File: config.mk
export PLATFORM = sky130hd
export DESIGN_NAME = core_ctrl_fsm
export DESIGN_NICKNAME = d
export VERILOG_FILES = /design/src/rtl/core_ctrl_fsm.sv
export SDC_FILE = /design/constraint.sdc
export NUM_CORES = 1
export LEC_CHECK = 0
export CAP_MARGIN = 40
export CELL_PAD_IN_SITES_DETAIL_PLACEMENT = 1
export CELL_PAD_IN_SITES_GLOBAL_PLACEMENT = 2
export CORE_UTILIZATION = 18
export DETAILED_ROUTE_END_ITERATION = 7
export GPL_TIMING_DRIVEN = 0
export PLACE_DENSITY = 0.82
export SYNTH_ARGS = -nofsm -noshare
export SYNTH_HDL_FRONTEND = slang
export SYNTH_SLANG_ARGS = --single-unit
File: constraint.sdc
create_clock -name clk -period 1.76 [get_ports clk]
set_clock_uncertainty 0.2 [all_clocks]
set_input_delay 0.352 -clock clk [delete_from_list [all_inputs] [get_ports clk]]
set_output_delay 0.352 -clock clk [all_outputs]
set_load 0.02 [all_outputs]
File: src/rtl/core_ctrl_fsm.sv
// -----------------------------------------------------------------------------
// core_ctrl_fsm
//
// Multi-cycle sequencer for the Eka single-issue core. Each instruction goes
// through FETCH -> DECODE -> EXEC -> (MEM) -> (WB) -> FETCH. The block runs the
// valid/ready handshakes with instruction and data memory. It also produces the
// PC, instruction-register and register-file write strobes. Illegal opcodes and
// memory requests that wait too long send it to TRAP, where it stays until reset.
//
// Optional build macro: EKA_PERF_CNT_EN
//   Defined   : cycle_count / instret_count performance counters are built.
//   Undefined : both counter ports are tied to 0 and no counter flops exist.
//
// Parameters
//   MEM_TIMEOUT : most cycles a memory request may wait for ready (0 = no limit)
//   CNT_W       : width of the wait counter, must be able to hold MEM_TIMEOUT
//
// Ports
//   clk, reset        : core clock, synchronous active-high reset
//   dec_*             : decoder control outputs for the current instruction
//   branch_taken      : ALU branch comparison result, valid in EXEC
//   imem_ready        : instruction memory returns the word this cycle
//   dmem_ready        : data memory completes the access this cycle
//   imem_req          : instruction fetch request
//   ir_write_en       : load the fetched word into the instruction register
//   dmem_req, dmem_we : data memory request and its write qualifier
//   rf_write_en       : register file write strobe
//   rf_src_mem        : WB data select, 1 = load data, 0 = ALU result
//   pc_write_en       : PC update, one pulse per retired instruction
//   pc_sel_branch     : PC source, 1 = PC+imm, 0 = PC+4
//   state             : current state encoding (FETCH=0 .. TRAP=5)
//   trap, trap_cause  : halted flag and cause (1 illegal opcode, 2 mem timeout)
//   cycle_count       : clock cycles since reset (optional)
//   instret_count     : retired instructions since reset (optional)
// -----------------------------------------------------------------------------
module core_ctrl_fsm #(
  parameter int MEM_TIMEOUT = 16,
  parameter int CNT_W       = 8
) (
  input  logic        clk,
  input  logic        reset,
  input  logic        dec_legal,
  input  logic        dec_write_en,
  input  logic        dec_mem_read_en,
  input  logic        dec_mem_write_en,
  input  logic        dec_branch_inst,
  input  logic        branch_taken,
  input  logic        imem_ready,
  input  logic        dmem_ready,
  output logic        imem_req,
  output logic        ir_write_en,
  output logic        dmem_req,
  output logic        dmem_we,
  output logic        rf_write_en,
  output logic        rf_src_mem,
  output logic        pc_write_en,
  output logic        pc_sel_branch,
  output logic [2:0]  state,
  output logic        trap,
  output logic [1:0]  trap_cause,
  output logic [31:0] cycle_count,
  output logic [31:0] instret_count
);

  typedef enum logic [2:0] {
    S_FETCH  = 3'd0,
    S_DECODE = 3'd1,
    S_EXEC   = 3'd2,
    S_MEM    = 3'd3,
    S_WB     = 3'd4,
    S_TRAP   = 3'd5
  } state_t;

  localparam logic [1:0] CAUSE_ILLEGAL = 2'd1;
  localparam logic [1:0] CAUSE_TIMEOUT = 2'd2;

  // When MEM_TIMEOUT is 0 the counter is never advanced and requests wait forever.
  localparam bit               TIMEOUT_EN = (MEM_TIMEOUT != 0);
  localparam logic [CNT_W-1:0] WAIT_LAST  = CNT_W'(MEM_TIMEOUT - 1);

  state_t           state_q, state_d;
  logic [CNT_W-1:0] wait_cnt_q, wait_cnt_d;
  logic [1:0]       cause_q, cause_d;

  // Raw FSM outputs. They are masked with reset before they reach the ports.
  logic imem_req_c, ir_write_c, dmem_req_c, dmem_we_c;
  logic rf_write_c, rf_src_mem_c, pc_write_c, pc_sel_c;

  // NOTE: sequential state uses non-blocking assignments so all flops sample
  // pre-edge values; blocking here would create order-dependent races.
  always_ff @(posedge clk) begin
    if (reset) begin
      state_q    <= S_FETCH;
      wait_cnt_q <= '0;
      cause_q    <= '0;
    end else begin
      state_q    <= state_d;
      wait_cnt_q <= wait_cnt_d;
      cause_q    <= cause_d;
    end
  end

  // NOTE: every signal written here gets a default first, so no path can leave
  // one unassigned and infer a latch.
  always_comb begin
    state_d      = state_q;
    wait_cnt_d   = '0;          // cleared whenever a request is not stalling
    cause_d      = cause_q;
    imem_req_c   = 1'b0;
    ir_write_c   = 1'b0;
    dmem_req_c   = 1'b0;
    dmem_we_c    = 1'b0;
    rf_write_c   = 1'b0;
    rf_src_mem_c = 1'b0;
    pc_write_c   = 1'b0;
    pc_sel_c     = 1'b0;

    case (state_q)
      S_FETCH: begin
        imem_req_c = 1'b1;
        if (imem_ready) begin
          ir_write_c = 1'b1;
          state_d    = S_DECODE;
        end else if (TIMEOUT_EN && wait_cnt_q == WAIT_LAST) begin
          state_d = S_TRAP;
          cause_d = CAUSE_TIMEOUT;
        end else if (TIMEOUT_EN) begin
          wait_cnt_d = wait_cnt_q + CNT_W'(1);
        end
      end

      S_DECODE: begin
        if (!dec_legal) begin
          state_d = S_TRAP;
          cause_d = CAUSE_ILLEGAL;
        end else begin
          state_d = S_EXEC;
        end
      end

      S_EXEC: begin
        if (dec_mem_read_en || dec_mem_write_en) begin
          state_d = S_MEM;
        end else if (dec_write_en) begin
          state_d = S_WB;
        end else begin
          // Branches retire here. A legal op that writes nothing also retires
          // here and falls through to PC+4.
          pc_write_c = 1'b1;
          pc_sel_c   = dec_branch_inst & branch_taken;
          state_d    = S_FETCH;
        end
      end

      S_MEM: begin
        dmem_req_c = 1'b1;
        dmem_we_c  = dec_mem_write_en;
        if (dmem_ready) begin
          if (dec_mem_read_en) begin
            state_d = S_WB;
          end else begin
            pc_write_c = 1'b1;
            state_d    = S_FETCH;
          end
        end else if (TIMEOUT_EN && wait_cnt_q == WAIT_LAST) begin
          state_d = S_TRAP;
          cause_d = CAUSE_TIMEOUT;
        end else if (TIMEOUT_EN) begin
          wait_cnt_d = wait_cnt_q + CNT_W'(1);
        end
      end

      S_WB: begin
        rf_write_c   = dec_write_en;
        rf_src_mem_c = dec_mem_read_en;
        pc_write_c   = 1'b1;
        state_d      = S_FETCH;
      end

      S_TRAP: begin
        state_d = S_TRAP;
      end

      default: begin
        state_d = S_FETCH;
      end
    endcase
  end

  // While reset is high, every output reads 0. This drops an in-flight memory
  // request in the same cycle that reset is sampled.
  assign imem_req      = ~reset & imem_req_c;
  assign ir_write_en   = ~reset & ir_write_c;
  assign dmem_req      = ~reset & dmem_req_c;
  assign dmem_we       = ~reset & dmem_we_c;
  assign rf_write_en   = ~reset & rf_write_c;
  assign rf_src_mem    = ~reset & rf_src_mem_c;
  assign pc_write_en   = ~reset & pc_write_c;
  assign pc_sel_branch = ~reset & pc_sel_c;
  assign state         = reset ? 3'd0 : 3'(state_q);
  assign trap          = ~reset & (state_q == S_TRAP);
  assign trap_cause    = reset ? 2'd0 : cause_q;

`ifdef EKA_PERF_CNT_EN
  logic [31:0] cycle_q, instret_q;

  // Both counters freeze in TRAP so a halted core keeps its final counts.
  always_ff @(posedge clk) begin
    if (reset) begin
      cycle_q   <= '0;
      instret_q <= '0;
    end else if (state_q != S_TRAP) begin
      cycle_q <= cycle_q + 32'd1;
      if (pc_write_c) begin
        instret_q <= instret_q + 32'd1;
      end
    end
  end

  assign cycle_count   = reset ? 32'd0 : cycle_q;
  assign instret_count = reset ? 32'd0 : instret_q;
`else
  assign cycle_count   = 32'd0;
  assign instret_count = 32'd0;
`endif

endmodule

Yosys cells after proc, flatten, opt, wreduce, memory -nomap -nowiden. Index checks and enable logic that the tools add are counted.

Register bits after elaboration: 13. Bits in latches: 0. RAM bits: 0. Memory bits (read-only): 0. Input bits: 10. Output and inout bits: 78. Memories: 0.

$add $sub $neg: 1. Multipliers: 0. Div/mod/pow operators: 0. Magnitude comparators: 0. Equality and inequality tests: 9. Shift operators: 0. Muxes and demuxes: 34. Bitwise gates (word level): 11. Reduce and logical (&&, ||, !) cells: 4.

Operators by type and width (count): $mux W3 (8); $mux W8 (3); $pmux W8 S2 (1); $pmux W3 S5 (1); $mux W1 (14); $and A1 B1 Y1 (10); $mux W2 (5); $add A8 B1 Y8 const B (1); $eq A8 B4 Y1 const B (1); $eq A3 B2 Y1 const B (2); $eq A3 B3 Y1 const B (2); $ne A2 B2 Y1 const B (3); $pmux W2 S3 (1); $reduce_and A4 Y1 (1); $eq A3 B1 Y1 const B (1); $logic_not A3 Y1 (1); $pmux W1 S3 (1); $reduce_bool A3 Y1 (1); $logic_or A1 B1 Y1 (1); $not A1 Y1 (1).

Longest topological paths before layout.
Depth after elaboration: 5. Depth in mapped cells: 6. Mapped depth without buffers: 5.

Least setup slack after synthesis. OpenSTA, ideal clock, no wires.

Path type: register to output. Start point: reg state_q[0]. End point: out pc_write_en. Arrival: 1.214 ns. Slack: -0.006 ns. Stages on the path, launching flop included: 6. Cell sequence: dfxtp_1 > buf_2 > nor3_2 > nor3b_2 > a221oi_1 > nor2_1.

Cells in the longest elaborated chain, start to end: 3.

Ends and longest elaborated chain: start, declared (line 81) `state_t state_q, state_d;`; start signal, assigned (line 97) `state_q <= state_d;`; $eq A3 B3 Y1 or $eq A3 B2 Y1 (tied branches) (line 118) `case (state_q)`; $pmux W1 S3 (*) (line 118); $and A1 B1 Y1 (*) (line 198) `assign pc_write_en = ~reset & pc_write_c;`; end, declared (line 56) `output logic pc_write_en,`.

Mark *: on every way between the ends. The rest lies on a longest branch, timed or not.

Final worst setup path.
Start point: reg state_q[0]. End point: out pc_sel_branch.

Cells in the longest elaborated chain, start to end: 3.

Ends and longest elaborated chain: $eq A3 B2 Y1 (line 118); $mux W1 (line 118); $and A1 B1 Y1 (line 199) `assign pc_sel_branch = ~reset & pc_sel_c;`; end, declared (line 57) `output logic pc_sel_branch,`.

No other way between the ends.

==> impl_metrics.py <==
metrics = {
    "sta": {
        "finalSetupViolCount": 8,
        "tns_ns": -0.850,
        "min_period_ns": 1.97,
        "worst_slack_ns": -0.211,
        "fin_crit_sh_pct": 112,
        "max_freq_mhz": 507,
        "hold_viol_final": 0,
        "rsz0062_at_grt": "yes",
        "final_max_slew_viol_count": 0,
    },
    "routing": {
        "drc": 0,
        "num_vias": 1188,
        "drt_first_iter_violations": 11,
        "drt-total-wl_um": 3220,
        "drt-wirelength-per-cell_um": 9.01,
        "via_per_inst": 3.33,
        "antenna_left": 0,
        "firstDrtPassIters": 4,
    },
    "floorplan": {
        "die_x_um": 86.5,
        "initial_core_util_pct": 18.8,
        "ios": 88,
        "fp-row-count": 30,
        "coreArea_um2": 6830,
        "die-area_um2": 7480,
        "dieHeight_um": 86.5,
    },
    "setup_path": {
        "setup.worst_path.end_class": "primary output",
        "cp-start-kind": "register",
        "critPathMaxStageDelay_ns": 0.33,
        "cp-startpoint": "state_q[0]",
        "rr_worst_depth": 5,
        "crit_slowest_cell": "dfxtp_2",
        "cp.required_ns": 1.21,
        "worstPathArrival_ns": 1.42,
        "critPathKind": "register to primary output",
        "rr_endpoint": "wait_cnt_q[4]",
        "cp_cell_sequence": "buf_8 -> nor3_4 -> nor3b_4 -> and4b_1 -> buf_6",
        "regToRegSetupSlack_ns": 0.18,
        "r2r-start": "state_q[0]",
        "crit_fanout": 4,
    },
    "worst_hold_path": {
        "holdPathEnd": "wait_cnt_q[0]",
        "whs_path_depth": 1,
        "hold_class": "register to register",
        "hold_start": "wait_cnt_q[0]",
    },
    "finish": {
        "area_delta_synth_final_pct": 60.8,
        "nets": 273,
        "drive_above_1_share_pct": 47.5,
        "final_cells": 357,
        "n_antenna_cell": 0,
    },
    "grt": {
        "grt_max_degree": 11,
        "grt.total_usage_pct": 7.95,
        "met2_usage_pct": 13.7,
        "grt_pass1_wl_um": 4660,
        "busiest_layer": "met2",
        "use_met1_pct": 9.35,
        "use_met3_pct": 1.81,
        "grt_remaining_overflow": 0,
        "antenna_found_initial": 0,
        "grt_pass1_vias": 1022,
    },
    "pwr": {
        "cellLeakagePower_nw": 1.11,
        "power.density_nw_per_um2": 544,
        "ir_worst_vdd_uv": 155,
    },
    "logic_synthesis": {
        "synth.most_common_cell": "buf_4",
        "synth_top_cell_by_area": "buf_4",
        "yosys_warnings": 0,
        "synth.yosys.seq_area_share_pct": 20.3,
        "synth_flop_cell": "dfxtp_1",
        "ys_top_cells_by_count": "64 x buf_4, 18 x nor2_1, 13 x dfxtp_1",
        "netlist_instances": 163,
        "synthTopCellsByArea": "buf_4 37%, dfxtp_1 20%, nor2_1 5.3%",
        "synth_top_area_share_pct": 37.4,
        "synth-edff-count": 0,
        "yosysUniqueCellTypes": 38,
        "syn_area_um2": 1280,
        "synthArstFlopShare_pct": 0,
        "postSynthAreaPerCell_um2": 7.88,
        "ys_seq_elements": 13,
    },
    "clock_network": {
        "cts_tree": "done",
        "cts_buffers": 3,
        "clkSinkCount": 13,
        "clockRootBuffer": "clkbuf_8",
        "ctsHoldBuffers": 0,
        "cts_buffer_depth": 2,
        "insertion_delay_ns": 0.24,
        "path_clk_slew_ns": 0.06,
        "h-tree-depth": 1,
    },
    "place": {
        "portBuffers": 23,
        "dp_hpwl_um": 2470,
        "dp.cells": 345,
        "routabilityCongestion": 0.750,
    },
    "run_status": {
        "violations": "setup timing",
        "outcome": "complete, but fails checks",
    },
    "job": {
        "max-cap-violations": 0,
    },
}
## critical path, delay by kind of cell, from the launching register on
| kind | cells | cell delay, ns |
|---|---|---|
| buffers and inverters | 2 | 0.24 |
| flip-flops | 1 | 0.33 |
| AND/OR/NAND/NOR | 3 | 0.60 |
## final cells by class
cell class                 instances  area, µm²
inverter                           5       18.8
buffer                            68        529
multi-input combinational        140        818
timing repair buffer              31        265
clock buffer                       4       45.0
tap                               96        120
sequential                        13        269
fill                             877       4770
## cells by family after synthesis
logic type,count (synthesis),synth area share (%)
buffers and inverters,73,40.8
AO/OA/AOI/OAI,17,8.76
XOR/XNOR,6,4.09
AND/OR/NAND/NOR,52,24.8
adder cells (fa/ha/maj),1,0.974
other,1,0.292
flip-flops,13,20.3
## how the worst max path moves through the flow
stage               slack [ns]  cells after the start            end
floorplan                 0.02                      3     rf_src_mem
global placement         -0.91                      5  pc_sel_branch
detailed placement       -0.91                      5  pc_sel_branch
CTS                      -0.28                      5  pc_sel_branch
global route             -0.27                      5  pc_sel_branch
finish                   -0.21                      5  pc_sel_branch
## state kept, by name, indices dropped and copies added (netlist names)
signal and count:
cause_q 2, state_q 3, wait_cnt_q 8
## cells in the final DEF (no fill, tap or decap), types with 5 or more instances in the layout
cell type	Yosys	layout
a21oi_1	6	6
and3_1	6	6
buf_4	64	76
buf_6	1	7
conb_1	1	64
dfxtp_1	13	10
nor2_1	18	12
nor2_2	0	5
## power breakdown
| part | internal [mW] | switching, mW |
|---|---|---|
| Combinational | 0.240 | 0.291 |
| Clock | 0.160 | 0.108 |
| Sequential | 0.309 | 0.0149 |
| Total | 0.709 | 0.414 |
## through the flow
stage	area [µm²]	utilization [%]	worst slack [ns]	power (mW)	hold slack (ns)
after floorplan	1520	-	0.0203	0.675	0.211
final	2070	30.2	-0.211	1.12	0.241
after global routing	2070	30.2	-0.272	1.19	0.266
after detailed placement	1870	27.4	-0.911	0.761	0.236
after global placement	1870	27.4	-0.907	0.761	0.226
after CTS	1990	29.1	-0.276	1.08	0.247
## what timing repair did
item,in CTS,in global routing
endpoints found under the setup margin,19,11
pin swaps,2,5
buffers inserted,4,4
gates resized for setup,82,35
hold endpoints to repair,0,0
## metal layers
layer	part of all wire (%)	vias up
met1	40	531
li1	-	602
met5	0	-
met3	7.6	4
met4	1.4	0
met2	51	51
No activity file was read; power rests on OpenSTA's default activity.
